## src/rtl/stack_op_issuer.sv

```systemverilog
// stack_op_issuer
// Command-side driver for the operand stack. Accepts decoded stack operations
// over valid/ready, splits pops of up to 7 entries into stack commands of at
// most POP_MAX pops each, keeps a shadow occupancy count, captures the
// top-of-stack operand window and traps on underflow/overflow before any
// command is issued.
module stack_op_issuer #(
  parameter int ST_WIDTH      = 32,
  parameter int ST_DEPTH      = 16,
  parameter int ST_LOG2_DEPTH = 4,
  parameter int POP_MAX       = 3
) (
  input  logic                        clk,
  input  logic                        rst,
  input  logic                        op_valid,
  output logic                        op_ready,
  input  logic [2:0]                  op_pop,
  input  logic                        op_push,
  input  logic [ST_WIDTH-1:0]         op_data,
  output logic                        st_push_num,
  output logic [1:0]                  st_pop_num,
  output logic [ST_WIDTH-1:0]         st_push_data,
  input  logic [POP_MAX*ST_WIDTH-1:0] st_pop_window,
  output logic [POP_MAX*ST_WIDTH-1:0] opnd,
  output logic                        opnd_valid,
  output logic [ST_LOG2_DEPTH-1:0]    depth,
  output logic                        trap,
  output logic [1:0]                  trap_code,
  input  logic                        trap_clr
);

  // Checks run one bit wider than the occupancy count so that op_pop can
  // exceed the current depth without wrapping.
  localparam int CW = ST_LOG2_DEPTH + 1;
  localparam logic [CW-1:0] FULL_LEVEL = CW'(ST_DEPTH - 1);

  localparam logic [1:0] CODE_NONE  = 2'b00;
  localparam logic [1:0] CODE_UNDER = 2'b01;
  localparam logic [1:0] CODE_OVER  = 2'b10;

  typedef enum logic [1:0] {
    IDLE  = 2'd0,
    ISSUE = 2'd1,
    TRAP  = 2'd2
  } state_t;

  state_t                state;
  logic [2:0]            rem;         // pops still to be issued, including the current command
  logic                  push_q;      // registered op_push
  logic [ST_WIDTH-1:0]   data_q;      // registered op_data
  logic                  first;       // current ISSUE cycle is the first of the op

  logic                  accept;
  logic [CW-1:0]         pop_ext;
  logic [CW-1:0]         depth_ext;
  logic [CW-1:0]         room_after_pop;
  logic                  underflow;
  logic                  overflow;
  logic [2:0]            rem_next;

  // Number of pops carried by one stack command for a given remaining count.
  function automatic logic [1:0] chunk_of(input logic [2:0] r);
    if (r > 3'd3) begin
      chunk_of = 2'd3;
    end else begin
      chunk_of = r[1:0];
    end
  endfunction

  // The command carrying the push is the one that finishes the pops.
  function automatic logic is_last(input logic [2:0] r);
    is_last = (r <= 3'd3);
  endfunction

  // Acceptance, trap checks and the remaining-pop count after this command.
  always_comb begin
    accept         = (state == IDLE) && op_valid;
    pop_ext        = CW'(op_pop);
    depth_ext      = CW'(depth);
    room_after_pop = depth_ext - pop_ext;
    underflow      = (pop_ext > depth_ext);
    overflow       = 1'b0;
    if (!underflow && op_push && (room_after_pop == FULL_LEVEL)) begin
      overflow = 1'b1;
    end else begin
      overflow = 1'b0;
    end
    rem_next       = rem - {1'b0, st_pop_num};
  end

  // Control FSM with registered stack commands, occupancy, capture and trap state.
  always_ff @(posedge clk or posedge rst) begin
    if (rst) begin
      state        <= IDLE;
      rem          <= 3'd0;
      push_q       <= 1'b0;
      data_q       <= '0;
      first        <= 1'b0;
      op_ready     <= 1'b1;
      st_push_num  <= 1'b0;
      st_pop_num   <= 2'd0;
      st_push_data <= '0;
      opnd         <= '0;
      opnd_valid   <= 1'b0;
      depth        <= '0;
      trap         <= 1'b0;
      trap_code    <= CODE_NONE;
    end else begin
      opnd_valid <= 1'b0;
      case (state)
        IDLE: begin
          if (accept) begin
            rem      <= op_pop;
            push_q   <= op_push;
            data_q   <= op_data;
            op_ready <= 1'b0;
            if (underflow) begin
              state     <= TRAP;
              trap      <= 1'b1;
              trap_code <= CODE_UNDER;
            end else if (overflow) begin
              state     <= TRAP;
              trap      <= 1'b1;
              trap_code <= CODE_OVER;
            end else begin
              state      <= ISSUE;
              first      <= 1'b1;
              st_pop_num <= chunk_of(op_pop);
              if (is_last(op_pop)) begin
                st_push_num  <= op_push;
                st_push_data <= op_push ? op_data : '0;
              end else begin
                st_push_num  <= 1'b0;
                st_push_data <= '0;
              end
            end
          end else begin
            op_ready <= 1'b1;
          end
        end

        ISSUE: begin
          // The stack applies the command at this same edge.
          depth <= depth - ST_LOG2_DEPTH'(st_pop_num) + ST_LOG2_DEPTH'(st_push_num);
          first <= 1'b0;
          // The window still shows the pre-pop top entries in the first cycle.
          if (first && (rem != 3'd0)) begin
            opnd       <= st_pop_window;
            opnd_valid <= 1'b1;
          end else begin
            opnd       <= opnd;
          end
          if (is_last(rem)) begin
            state        <= IDLE;
            rem          <= 3'd0;
            op_ready     <= 1'b1;
            st_pop_num   <= 2'd0;
            st_push_num  <= 1'b0;
            st_push_data <= '0;
          end else begin
            rem        <= rem_next;
            st_pop_num <= chunk_of(rem_next);
            if (is_last(rem_next)) begin
              st_push_num  <= push_q;
              st_push_data <= push_q ? data_q : '0;
            end else begin
              st_push_num  <= 1'b0;
              st_push_data <= '0;
            end
          end
        end

        TRAP: begin
          st_pop_num   <= 2'd0;
          st_push_num  <= 1'b0;
          st_push_data <= '0;
          if (trap_clr) begin
            state     <= IDLE;
            trap      <= 1'b0;
            trap_code <= CODE_NONE;
            op_ready  <= 1'b1;
          end else begin
            op_ready  <= 1'b0;
          end
        end

        default: begin
          state        <= IDLE;
          rem          <= 3'd0;
          op_ready     <= 1'b1;
          st_pop_num   <= 2'd0;
          st_push_num  <= 1'b0;
          st_push_data <= '0;
          trap         <= 1'b0;
          trap_code    <= CODE_NONE;
        end
      endcase
    end
  end

endmodule

```

## config.mk

```make
export PLATFORM = sky130hd
export DESIGN_NAME = stack_op_issuer
export DESIGN_NICKNAME = d
export VERILOG_FILES = /design/src/rtl/stack_op_issuer.sv
export SDC_FILE = /design/constraint.sdc
export NUM_CORES = 1
export LEC_CHECK = 0
export BUFFER_PORTS_ARGS = -buffer_cell sky130_fd_sc_hd__buf_4
export CAP_MARGIN = 5
export CELL_PAD_IN_SITES_DETAIL_PLACEMENT = 2
export CELL_PAD_IN_SITES_GLOBAL_PLACEMENT = 2
export CORE_ASPECT_RATIO = 0.9
export CORE_MARGIN = 2
export CORE_UTILIZATION = 29
export DETAILED_ROUTE_END_ITERATION = 7
export PLACE_DENSITY = 0.72
export RECOVER_POWER = 50
export SYNTH_ARGS = -nofsm -noshare
export SYNTH_HDL_FRONTEND = slang
export SYNTH_SLANG_ARGS = --single-unit
```

## constraint.sdc

```tcl
create_clock -name clk -period 6.5 [get_ports clk]
set_input_delay 1.625 -clock clk [delete_from_list [all_inputs] [get_ports clk]]
set_output_delay 1.625 -clock clk [all_outputs]
set_load 0.005 [all_outputs]
```

== Yosys cells after proc, flatten, opt, wreduce, memory -nomap -nowiden ==
Cells that the tools add are included.

* Register bits: 179
* Bits of input ports: 136
* Word-level logic and storage cells: 102

* $add $sub $neg: 4
* Order comparisons: 6
* Equality and inequality tests: 9
* Mux-type cells: 52
* Bitwise logic cells: 2
* Reductions and logical operators: 15

{| class="wikitable"
|+ Operators with widths
! kind !! count
|-
| 32-bit two-way mux || 8
|-
| 32-bit one-hot mux with 2 select lines || 1
|-
| 2-bit two-way mux || 14
|-
| 1-bit two-way mux || 19
|-
| 2-bit one-hot mux with 3 select lines || 2
|-
| 2-bit != test, second input constant || 5
|-
| 3-bit by 2-bit less-or-equal comparator with 1-bit output, second input constant || 3
|-
| 3-bit one-hot mux with 3 select lines || 1
|-
| 4-bit AND reduction || 2
|-
| 3-bit by 2-bit greater-than comparator with 1-bit output, second input constant || 2
|-
| 3-bit two-way mux || 2
|-
| 1-bit one-hot mux with 3 select lines || 2
|-
| 2-bit AND reduction || 3
|-
| 3-bit AND reduction || 2
|-
| 5-bit by 4-bit == test with 1-bit output, second input constant || 1
|-
| 4-bit by 3-bit subtractor with 5-bit output || 1
|-
| 4-bit by 1-bit adder with 4-bit output || 1
|-
| 3-bit by 4-bit greater-than comparator with 1-bit output || 1
|-
| 1-bit logical AND || 4
|-
| 1-bit one-hot mux with 2 select lines || 2
|-
| 2-bit one-hot mux with 2 select lines || 1
|-
| 4-bit by 2-bit subtractor with 4-bit output || 1
|-
| 3-bit != test, second input constant || 1
|-
| 3-bit nonzero test || 1
|-
| other kinds (7) || 8
|}

== Depth between registers and ports, before layout ==
Gate-level depths: netlist of run 1.

* Depth after elaboration: 9
* Gate-level depth with buffers: 9
* Gate-level depth less buffers: 9

== Worst setup path before layout of run 1 ==
OpenSTA, ideal clock, no wires.

* Kind: input port to flip-flop
* From: in op_pop[0]
* To: reg st_push_data[10]
* Setup time: 0.125 ns
* Arrival: 3.640 ns
* Data required time: 6.375 ns
* Slack: 2.735 ns
* Stages on the path: 8
* Buffers on the path: 2
* Cells stage by stage: ha_1 fa_1 nor4bb_1 o211ai_1 a311o_1 buf_6 buf_12 mux2_4

* Longest elaborated chain between the ends: 7
* Elaborated cells on any way between the ends: 16
* Those cells by class: add/sub (1); order compare (2); eq/ne (3); mux (6); reduce/logical (4)

{| class="wikitable"
|+ RTL lines
! element !! line !! source
|-
| start: declaration || 17 || <nowiki>input logic [2:0] op_pop,</nowiki>
|-
| parallel branches: the longest is 7 deep, another holds 4-bit by 3-bit subtractor with 5-bit output || -- ||
|-
| end signal: assignment || 131 || <nowiki>st_push_data <= op_push ? op_data : '0;</nowiki>
|-
| end signal: assignment || 165 || <nowiki>st_push_data <= push_q ? data_q : '0;</nowiki>
|-
| end: declaration || 22 || <nowiki>output logic [ST_WIDTH-1:0] st_push_data,</nowiki>
|}

Parallel ways; which one is timed is not known. The select of a mux whose other input is x is not followed.
A chain may end at the register's enable or synchronous reset.

== Worst setup path after layout of run 1 ==
* From: reg rem[2]
* To: reg opnd[52]

* Longest elaborated chain between the ends: 3

{| class="wikitable"
|+ RTL lines
! element !! line !! source
|-
| start: declaration || 48 || <nowiki>logic [2:0] rem;</nowiki>
|-
| start signal: assignment || 113 || <nowiki>rem <= op_pop;</nowiki>
|-
| start signal: assignment || 161 || <nowiki>rem <= rem_next;</nowiki>
|-
| 3-bit nonzero test || 147 || <nowiki>if (first && (rem != 3'd0)) begin</nowiki>
|-
| 1-bit logical AND || 147 ||
|-
| 2-bit AND reduction (no line) || -- ||
|-
| end signal: assignment || 148 || <nowiki>opnd <= st_pop_window;</nowiki>
|-
| end signal: assignment || 151 || <nowiki>opnd <= opnd;</nowiki>
|-
| end: declaration || 24 || <nowiki>output logic [POP_MAX*ST_WIDTH-1:0] opnd,</nowiki>
|}

Every way passes these cells.

==> results of run 1 <==
## flip-flops by register name, summed over array words and instances (netlist names)
signal and flops:
trap 1, opnd 96, op_ready 1, st_push_num 1, trap_code 2, st_push_data 32
data_q 32, st_pop_num 2, rem 3, opnd_valid 1, state 2, depth 4
first 1, push_q 1
## kinds of logic (layout without fill, tap and decap cells)
| group | Yosys count | after routing | synth area share |
|---|---|---|---|
| compound gates | 56 | 56 | 0.0579 |
| xor+xnor | 3 | 3 | 0.00348 |
| fa+ha+maj | 12 | 12 | 0.0229 |
| buf+inv | 48 | 334 | 0.0347 |
| flops | 179 | 179 | 0.594 |
| mux | 168 | 168 | 0.264 |
| simple gates | 32 | 32 | 0.0234 |
## metal layers
metal  wire, µm  GRT usage  vias to the layer above
li1           -          -                     2314
met1       8750      0.187                     2705
met2      13000      0.327                      126
met3       1050     0.0423                       23
met4        444     0.0536                        0
met5          0          0                        -
## metrics by stage
stage	hold WS, ps	setup slack (ps)	cells	power [µW]
2_1_floorplan	481	18.0	498	3190
3_3_place_gp	488	2080	1094	4130
3_5_place_dp	497	1910	1094	4310
4_1_cts	511	2390	1126	5360
5_1_grt	523	1360	1126	5430
6_report	506	1890	1126	5070
## layout make-up
cell class | instances | area, µm²
clock buffer | 18 | 439
tap | 342 | 428
inverter | 20 | 80.1
clock inverter | 14 | 134
sequential | 179 | 4480
fill | 2662 | 15100
multi-input combinational | 271 | 2810
timing repair buffer | 282 | 1890
## power by group through the flow
stage | Clock, µW | Sequential, µW | Combinational [µW]
final | 1020 | 2020 | 2030
after global routing | 1100 | 2100 | 2230
after CTS | 1060 | 2050 | 2250
after detailed placement | 0 | 2060 | 2250
after global placement | 0 | 2010 | 2120
after floorplan | 0 | 1970 | 1220
## final timing paths
check	start	endpoint	slack, ps
setup / recovery	rem[2]$_DFFE_PP0P_	opnd[52]$_DFFE_PP0P_	1890
hold / removal	opnd[37]$_DFFE_PP0P_	opnd[37]$_DFFE_PP0P_	510
setup reg to reg	rem[2]$_DFFE_PP0P_	opnd[52]$_DFFE_PP0P_	1890
hold reg to reg	opnd[37]$_DFFE_PP0P_	opnd[37]$_DFFE_PP0P_	510
max in group asynchronous	rst	op_ready$_DFFE_PP1P_	3950
min in group asynchronous	rst	opnd[15]$_DFFE_PP0P_	1420
## synth_stat cells (4+ instances only)
master / instances / area, µm²
a21oi_1: 8 / 40.0
a22o_1: 32 / 280
buf_2: 11 / 55.1
clkbuf_1: 10 / 37.5
dfrtp_1: 178 / 4450
ha_1: 9 / 113
inv_1: 20 / 75.1
mux2_2: 137 / 1540
mux2_4: 27 / 405
mux2i_1: 4 / 40.0
nand2_1: 6 / 22.5
nand2b_1: 5 / 31.3
nor2_1: 8 / 30.0
o21ai_0: 6 / 30.0
==> results.tsv, run 1 <==
metric	value	unit
run status	complete, but fails checks	
failing checks	capacitance limit, slew limit	
worst min-delay path class	flop to flop	
fin crit period	4610	ps
Iter 0 DRT Violations	245	
Final Skew	16.7	ps
CP Data Required Time	6810	ps
post_cts resized	0	
PD cells	494	mW/mm²
global-route wire length before repair	35.5	mm
most frequent cells in the layout	dfrtp_1 (178), buf_4 (157), mux2_2 (133)	
Pleak	0.00481	µW
routed wire length	23.3	mm
setup violators final	0	
GRT overflow	0	
Final TNS setup	0	ps
Crit path max-delay family	compound AO/OA/AOI/OAI gates	
H-tree levels	4	
die height	157	µm
post-route ant nets	0	
pin count of the biggest net entering global routing	102	
post-layout util	0.405	
Clock Path Buffers	2	
CP Capture Type	flop	
Clk network pwr share	0.201	
number of nets in the layout	919	
Hold Vio Cnt, Final	0	
CTS tree	done	
Logic pwr share	0.401	
P_int	3340	µW
max capacitance violation total	1	
Psw	1740	µW
initial antenna violation count	0	
total die area	0.0273	mm²
CP Depth	3	
postcts setup bufs	0	
period utilization	0.709	
Slew @ Worst Pin	3180	ps
Post-synth ARST share	1.00	
average cell area after synthesis	15.1	µm²
Slew headroom	-1.15	
Seq cells post-synth	179	
worst path buffer plus inverter count	1	
sequential-to-total area share from yosys stat	0.594	
Arr. time, crit path	4920	ps
Worst-path clk slew	70	ps
fmax	217	MHz
vias in the first global route	6052	
CP Class	flop to flop	
Area Overhead vs Synth	36.1	%
Netlist cell types	38	
Row Count	55	
slowest stage delay, CP	2450	ps
Synth Instances	498	
CTS buffer count	17	
DRC violations left	0	
RePlAce Congestion	0.785	
GRT Total Usage	0.171	
commonest non-fill, non-tap cell in the layout	dfrtp_1	
DRT Pass-1 Iters	4	
Post-DP Area	0.00993	mm²
CP max-delay cell	o311ai_1	
Worst setup SP type	flop	
Vias	5168	
syn_nets	646	
hold path cells	1	
Port Buffer Count	275	
EDFF count, synth	0	
design area	0.0103	mm²
R2R cell count	3	
root buf cell	clkbuf_16	
maximum vdd ir drop	142	µV
Flop pwr share	0.398	
Die W	174	µm
Max FO, Critical Path	77	
Pins Over Slew Limit	22	
core footprint	0.0253	mm²
Vias/cell	4.59	
Synth Flop Type	dfrtp_1	
CTS Hold Bufs	0	
YS warnings	0	
clock sink count	179	
worst-path cell chain	o311ai_1, buf_4, mux2_2	
Clk Latency, worst-skew pair	440	ps
Post-Syn Area	0.00754	mm²
post-DR wirelength/cell	20.7	µm
num ports	276	
antenna fix cells	0	
Final HPWL DP	17.6	mm
unrepaired setup endpoints after global routing	false	
starting density of the core	0.298	
switching share of power	0.343	
share of layout cells above drive strength 1	0.538	
No activity file was read; power rests on OpenSTA's default activity.
==> run 2, diff against run 1 <==
- clock period: 6.5 -> 4.05 ns (I/O delays scaled with it)
==> run 2 against run 1 <==
The flow still finishes with violations (capacitance limit, slew limit); clock skew shrank 4.6 ps; global-route usage shrank 0.25 points; clock-buffer cell count grew 2; critical path depth grew 5; design area grew 2.5%; sequential share of layout area shrank 1.1 points; clock power grew 78%; highest routed layer unchanged.
==> results.tsv, run 2 (synthesis results as in run 1) <==
metric	value	unit
run status	complete, but fails checks	
failing checks	capacitance limit, slew limit	
fin crit period	3350	ps
fin cells	1126	
R2R cell count	8	
Final TNS setup	0	ps
share of layout cells above drive strength 1	0.598	
GRT overflow	0	
CP Class	input pin to flop	
DRT Pass-1 Iters	4	
Pleak	0.00502	µW
postcts setup bufs	0	
Slew @ Worst Pin	2490	ps
largest registers	opnd x96, data_q x32, st_push_data x32	
post_cts resized	0	
max capacitance violation total	2	
routed wire length	22.9	mm
Final HPWL DP	16.8	mm
unrepaired setup endpoints after global routing	false	
DRC violations left	0	
CTS tree	done	
hold path start	opnd[78]$_DFFE_PP0P_	
initial antenna violation count	0	
fmax	299	MHz
Clk Latency, worst-skew pair	420	ps
core footprint	0.0253	mm²
clock sink count	179	
CTS buffer count	17	
Port Buffer Count	275	
die height	157	µm
CP Data Required Time	4350	ps
Tot Pwr	8530	µW
Slew headroom	-0.662	
Vias/cell	4.61	
starting density of the core	0.298	
post-DR wirelength/cell	20.3	µm
Die W	174	µm
pin count of the biggest net entering global routing	180	
Largest register FFs	96	
Pins Over Slew Limit	205	
post-layout util	0.416	
Max FO, Critical Path	22	
root buf cell	clkbuf_16	
post-route ant nets	0	
crit path launch	op_pop[0]	
H-tree levels	4	
FF-to-FF setup slack	940	ps
commonest non-fill, non-tap cell in the layout	buf_4	
vias in the first global route	6041	
Arr. time, crit path	3650	ps
antenna fix cells	0	
RePlAce Congestion	0.773	
Hold Vio Cnt, Final	0	
setup violators final	0	
slowest stage delay, CP	650	ps
num ports	276	
reg2reg start	depth[0]$_DFFE_PP0P_	
Cells after DPL	1094	
worst-path cell chain	buf_4, ha_1, fa_1, nor4bb_1, o211ai_1, a311o_2, buf_12, mux2_4	
most flop-heavy register	opnd	
number of nets in the layout	919	
total die area	0.0273	mm²
Clock Path Buffers	2	
Vias	5193	
most frequent cells in the layout	buf_4 (245), dfrtp_1 (178), mux2_2 (136)	
GRT Total Usage	0.169	
CTS Hold Bufs	0	
Worst-path clk slew	70	ps
Iter 0 DRT Violations	224	
worst min-delay path class	flop to flop	
Row Count	55	
Worst setup SP type	input pin	
PD cells	810	mW/mm²
end point of the critical path	st_push_data[12]$_DFFE_PP0P_	
Final Skew	12.2	ps
FF-to-FF End	st_push_data[12]$_DFFE_PP0P_	
global-route wire length before repair	35.5	mm
Area Overhead vs Synth	39.5	%
CP Capture Type	flop	
CP max-delay cell	a311o_2	
period utilization	0.827	
maximum vdd ir drop	241	µV
run 2: changes by cell type in the layout (fill, tap and decap cells not counted), moves of 3 or more:
| cell | previous run | this run |
|---|---|---|
| mux2_1 | 4 | 1 |
| inv_8 | 5 | 1 |
| clkbuf_4 | 65 | 22 |
| buf_4 | 157 | 245 |
| clkbuf_1 | 60 | 16 |
| bufinv_16 | 0 | 4 |
| mux2_2 | 133 | 136 |
run 2: critical path: cells and delay by family:
kind / cells / cell delay (ps)
muxes: 1 / 310
and+or+nand+nor: 1 / 320
AOI/OAI and AO/OA: 2 / 930
adders and majority gates: 2 / 660
buffers and inverters: 2 / 380
run 2: how the worst min path moves through the flow:
stage	cells past startpoint	end	slack [ps]
6_report	1	opnd[78]$_DFFE_PP0P_	510
4_1_cts	1	data_q[2]$_DFFE_PP0P_	510
3_3_place_gp	1	opnd[35]$_DFFE_PP0P_	490
3_5_place_dp	1	data_q[2]$_DFFE_PP0P_	500
5_1_grt	1	data_q[2]$_DFFE_PP0P_	530
2_1_floorplan	1	push_q$_DFFE_PP0P_	480
run 2: area by class of cell:
cell class                      count  area, µm²
Timing Repair Buffer              282       2080
Clock buffer                       20        447
Tap cell                          342        428
Fill cell                        2572      14800
Inverter                           20       76.3
Clock inverter                     12        191
Sequential cell                   179       4480
Multi-Input combinational cell    271       2820
run 2: metal layers:
layer / vias to the layer above / global-route usage / share of wire
li1: 2316 / - / -
met1: 2716 / 0.195 / 0.38
met2: 136 / 0.307 / 0.55
met3: 25 / 0.0374 / 0.045
met4: 0 / 0.0636 / 0.022
met5: - / 0 / 0
run 2: power breakdown:
part / switching (µW) / internal [µW]
clock network: 748 / 1070
registers: 580 / 2670
logic: 1400 / 2060
total: 2730 / 5800
run 2: per-stage QoR:
| step | cell area, µm² | worst slack, ps | hold WS [ps] |
|---|---|---|---|
| floorplan | 7550 | 744 | 481 |
| global placement | 9960 | 376 | 488 |
| detailed placement | 9960 | 258 | 500 |
| CTS | 10600 | 717 | 515 |
| global route | 10500 | 479 | 526 |
| finish | 10500 | 701 | 507 |
==> run 3, diff against run 2 <==
- CORE_UTILIZATION: 29 -> 33
- PLACE_DENSITY: 0.72 -> 0.78
- clock period: 4.05 -> 3.3 ns (I/O delays scaled with it)
==> run 3 against run 2 <==
The flow still finishes with violations (capacitance limit, slew limit); sequential power grew 22%; combinational power grew 22%; utilization grew 5.2 points; design area shrank 0.19%; setup slack lost 220 ps; clock power grew 26%.
==> results.tsv, run 3 (synthesis results as in run 1) <==
metric	value	unit
number of nets in the layout	922	
period utilization	0.854	
Max FO, Critical Path	35	
die height	147	µm
GRT overflow	0	
post_cts resized	0	
CTS buffer count	17	
Final Skew	15.1	ps
CP max-delay cell	fa_1	
Area Overhead vs Synth	39.3	%
postcts setup bufs	0	
root buf cell	clkbuf_16	
initial antenna violation count	0	
Arr. time, crit path	3120	ps
Clock Path Buffers	2	
Clk Latency, worst-skew pair	430	ps
fmax	355	MHz
Iter 0 DRT Violations	161	
H-tree levels	4	
most flop-heavy register	opnd	
starting density of the core	0.336	
Port Buffer Count	275	
max capacitance violation total	1	
Final TNS setup	0	ps
post-route ant nets	0	
Tot Pwr	10500	µW
core footprint	0.0224	mm²
CP Capture Type	flop	
DRC violations left	0	
routed wire length	22.6	mm
Largest register FFs	96	
Crit path max-delay family	adder cells	
fin crit period	2820	ps
commonest non-fill, non-tap cell in the layout	buf_4	
global-route wire length before repair	35.5	mm
PD cells	998	mW/mm²
num ports	276	
Vias/cell	4.78	
worst-path cell chain	buf_4, ha_1, fa_1, nor4bb_1, o211ai_1, a311o_2, buf_12, mux2_4	
slowest stage delay, CP	430	ps
Pins Over Slew Limit	79	
CP Data Required Time	3600	ps
RePlAce Congestion	0.755	
CTS Hold Bufs	0	
Vias	5182	
post-DR wirelength/cell	20.9	µm
total die area	0.0241	mm²
GRT Total Usage	0.194	
Worst setup SP type	input pin	
run status	complete, but fails checks	
worst min-delay path class	flop to flop	
pin count of the biggest net entering global routing	102	
Slew @ Worst Pin	2050	ps
share of layout cells above drive strength 1	0.591	
Pleak	0.00501	µW
Final HPWL DP	16.6	mm
failing checks	capacitance limit, slew limit	
Worst-path clk slew	70	ps
Row Count	52	
Hold Vio Cnt, Final	0	
unrepaired setup endpoints after global routing	false	
setup violators final	0	
Slew headroom	-0.366	
CP Class	input pin to flop	
worst path buffer plus inverter count	2	
DRT Pass-1 Iters	4	
maximum vdd ir drop	394	µV
clock sink count	179	
antenna fix cells	0	
CTS tree	done	
largest registers	opnd x96, data_q x32, st_push_data x32	
Die W	163	µm
most frequent cells in the layout	buf_4 (214), dfrtp_1 (178), mux2_2 (137)	
vias in the first global route	5995	
-- run 3: cell count changes in the layout (fill, tap and decap cells not counted) --
cell,before,now
clkinvlp_4,1,2
mux2_1,1,0
clkbuf_2,0,1
inv_6,4,3
buf_4,245,214
clkbuf_1,16,24
mux2_2,136,137
clkbuf_4,22,44
buf_12,1,3
bufinv_16,4,5
-- run 3: final timing paths --
kind,from,endpoint,slack (ps),cells past startpoint
worst max register to register,depth[0]$_DFFE_PP0P_,st_push_data[10]$_DFFE_PP0P_,550,8
min in group asynchronous,rst,opnd[56]$_DFFE_PP0P_,610,3
worst min-delay path,opnd[34]$_DFFE_PP0P_,opnd[34]$_DFFE_PP0P_,510,1
max in group asynchronous,rst,data_q[3]$_DFFE_PP0P_,840,3
worst max-delay path,op_pop[0],st_push_data[10]$_DFFE_PP0P_,480,8
worst min register to register,opnd[34]$_DFFE_PP0P_,opnd[34]$_DFFE_PP0P_,510,1
-- run 3: stage by stage --
stage               hold slack [ps]  utilization  area (µm²)  instances  setup WS, ps
floorplan                       481            -        7550        498           181
global placement                490        0.443        9950       1052           194
detailed placement              496        0.443        9950       1052          93.6
CTS                             515        0.473       10600       1084           594
global route                    521        0.468       10500       1084           420
finish                          507        0.468       10500       1084           482
-- run 3: report_power, final --
group | internal, µW | switching [µW]
combinational | 2470 | 1750
sequential | 3280 | 692
clock | 1380 | 910
total | 7130 | 3350
-- run 3: cell type report --
type / instances / area [µm²]
multi-input combinational: 271 / 2820
inverter: 20 / 76.3
timing repair buffer: 285 / 2090
tap: 297 / 372
fill: 2220 / 11900
clock buffer: 19 / 443
sequential: 179 / 4480
clock inverter: 13 / 220
-- run 3: routing by layer --
metal  up-vias  wire, µm  part of all wire  track usage
met5         -         0                 0            0
met4         0       591             0.026       0.0659
met3        30      1230             0.054       0.0542
met2       145     12100              0.53        0.342
met1      2684      8730              0.39        0.228
li1       2323         -                 -            -
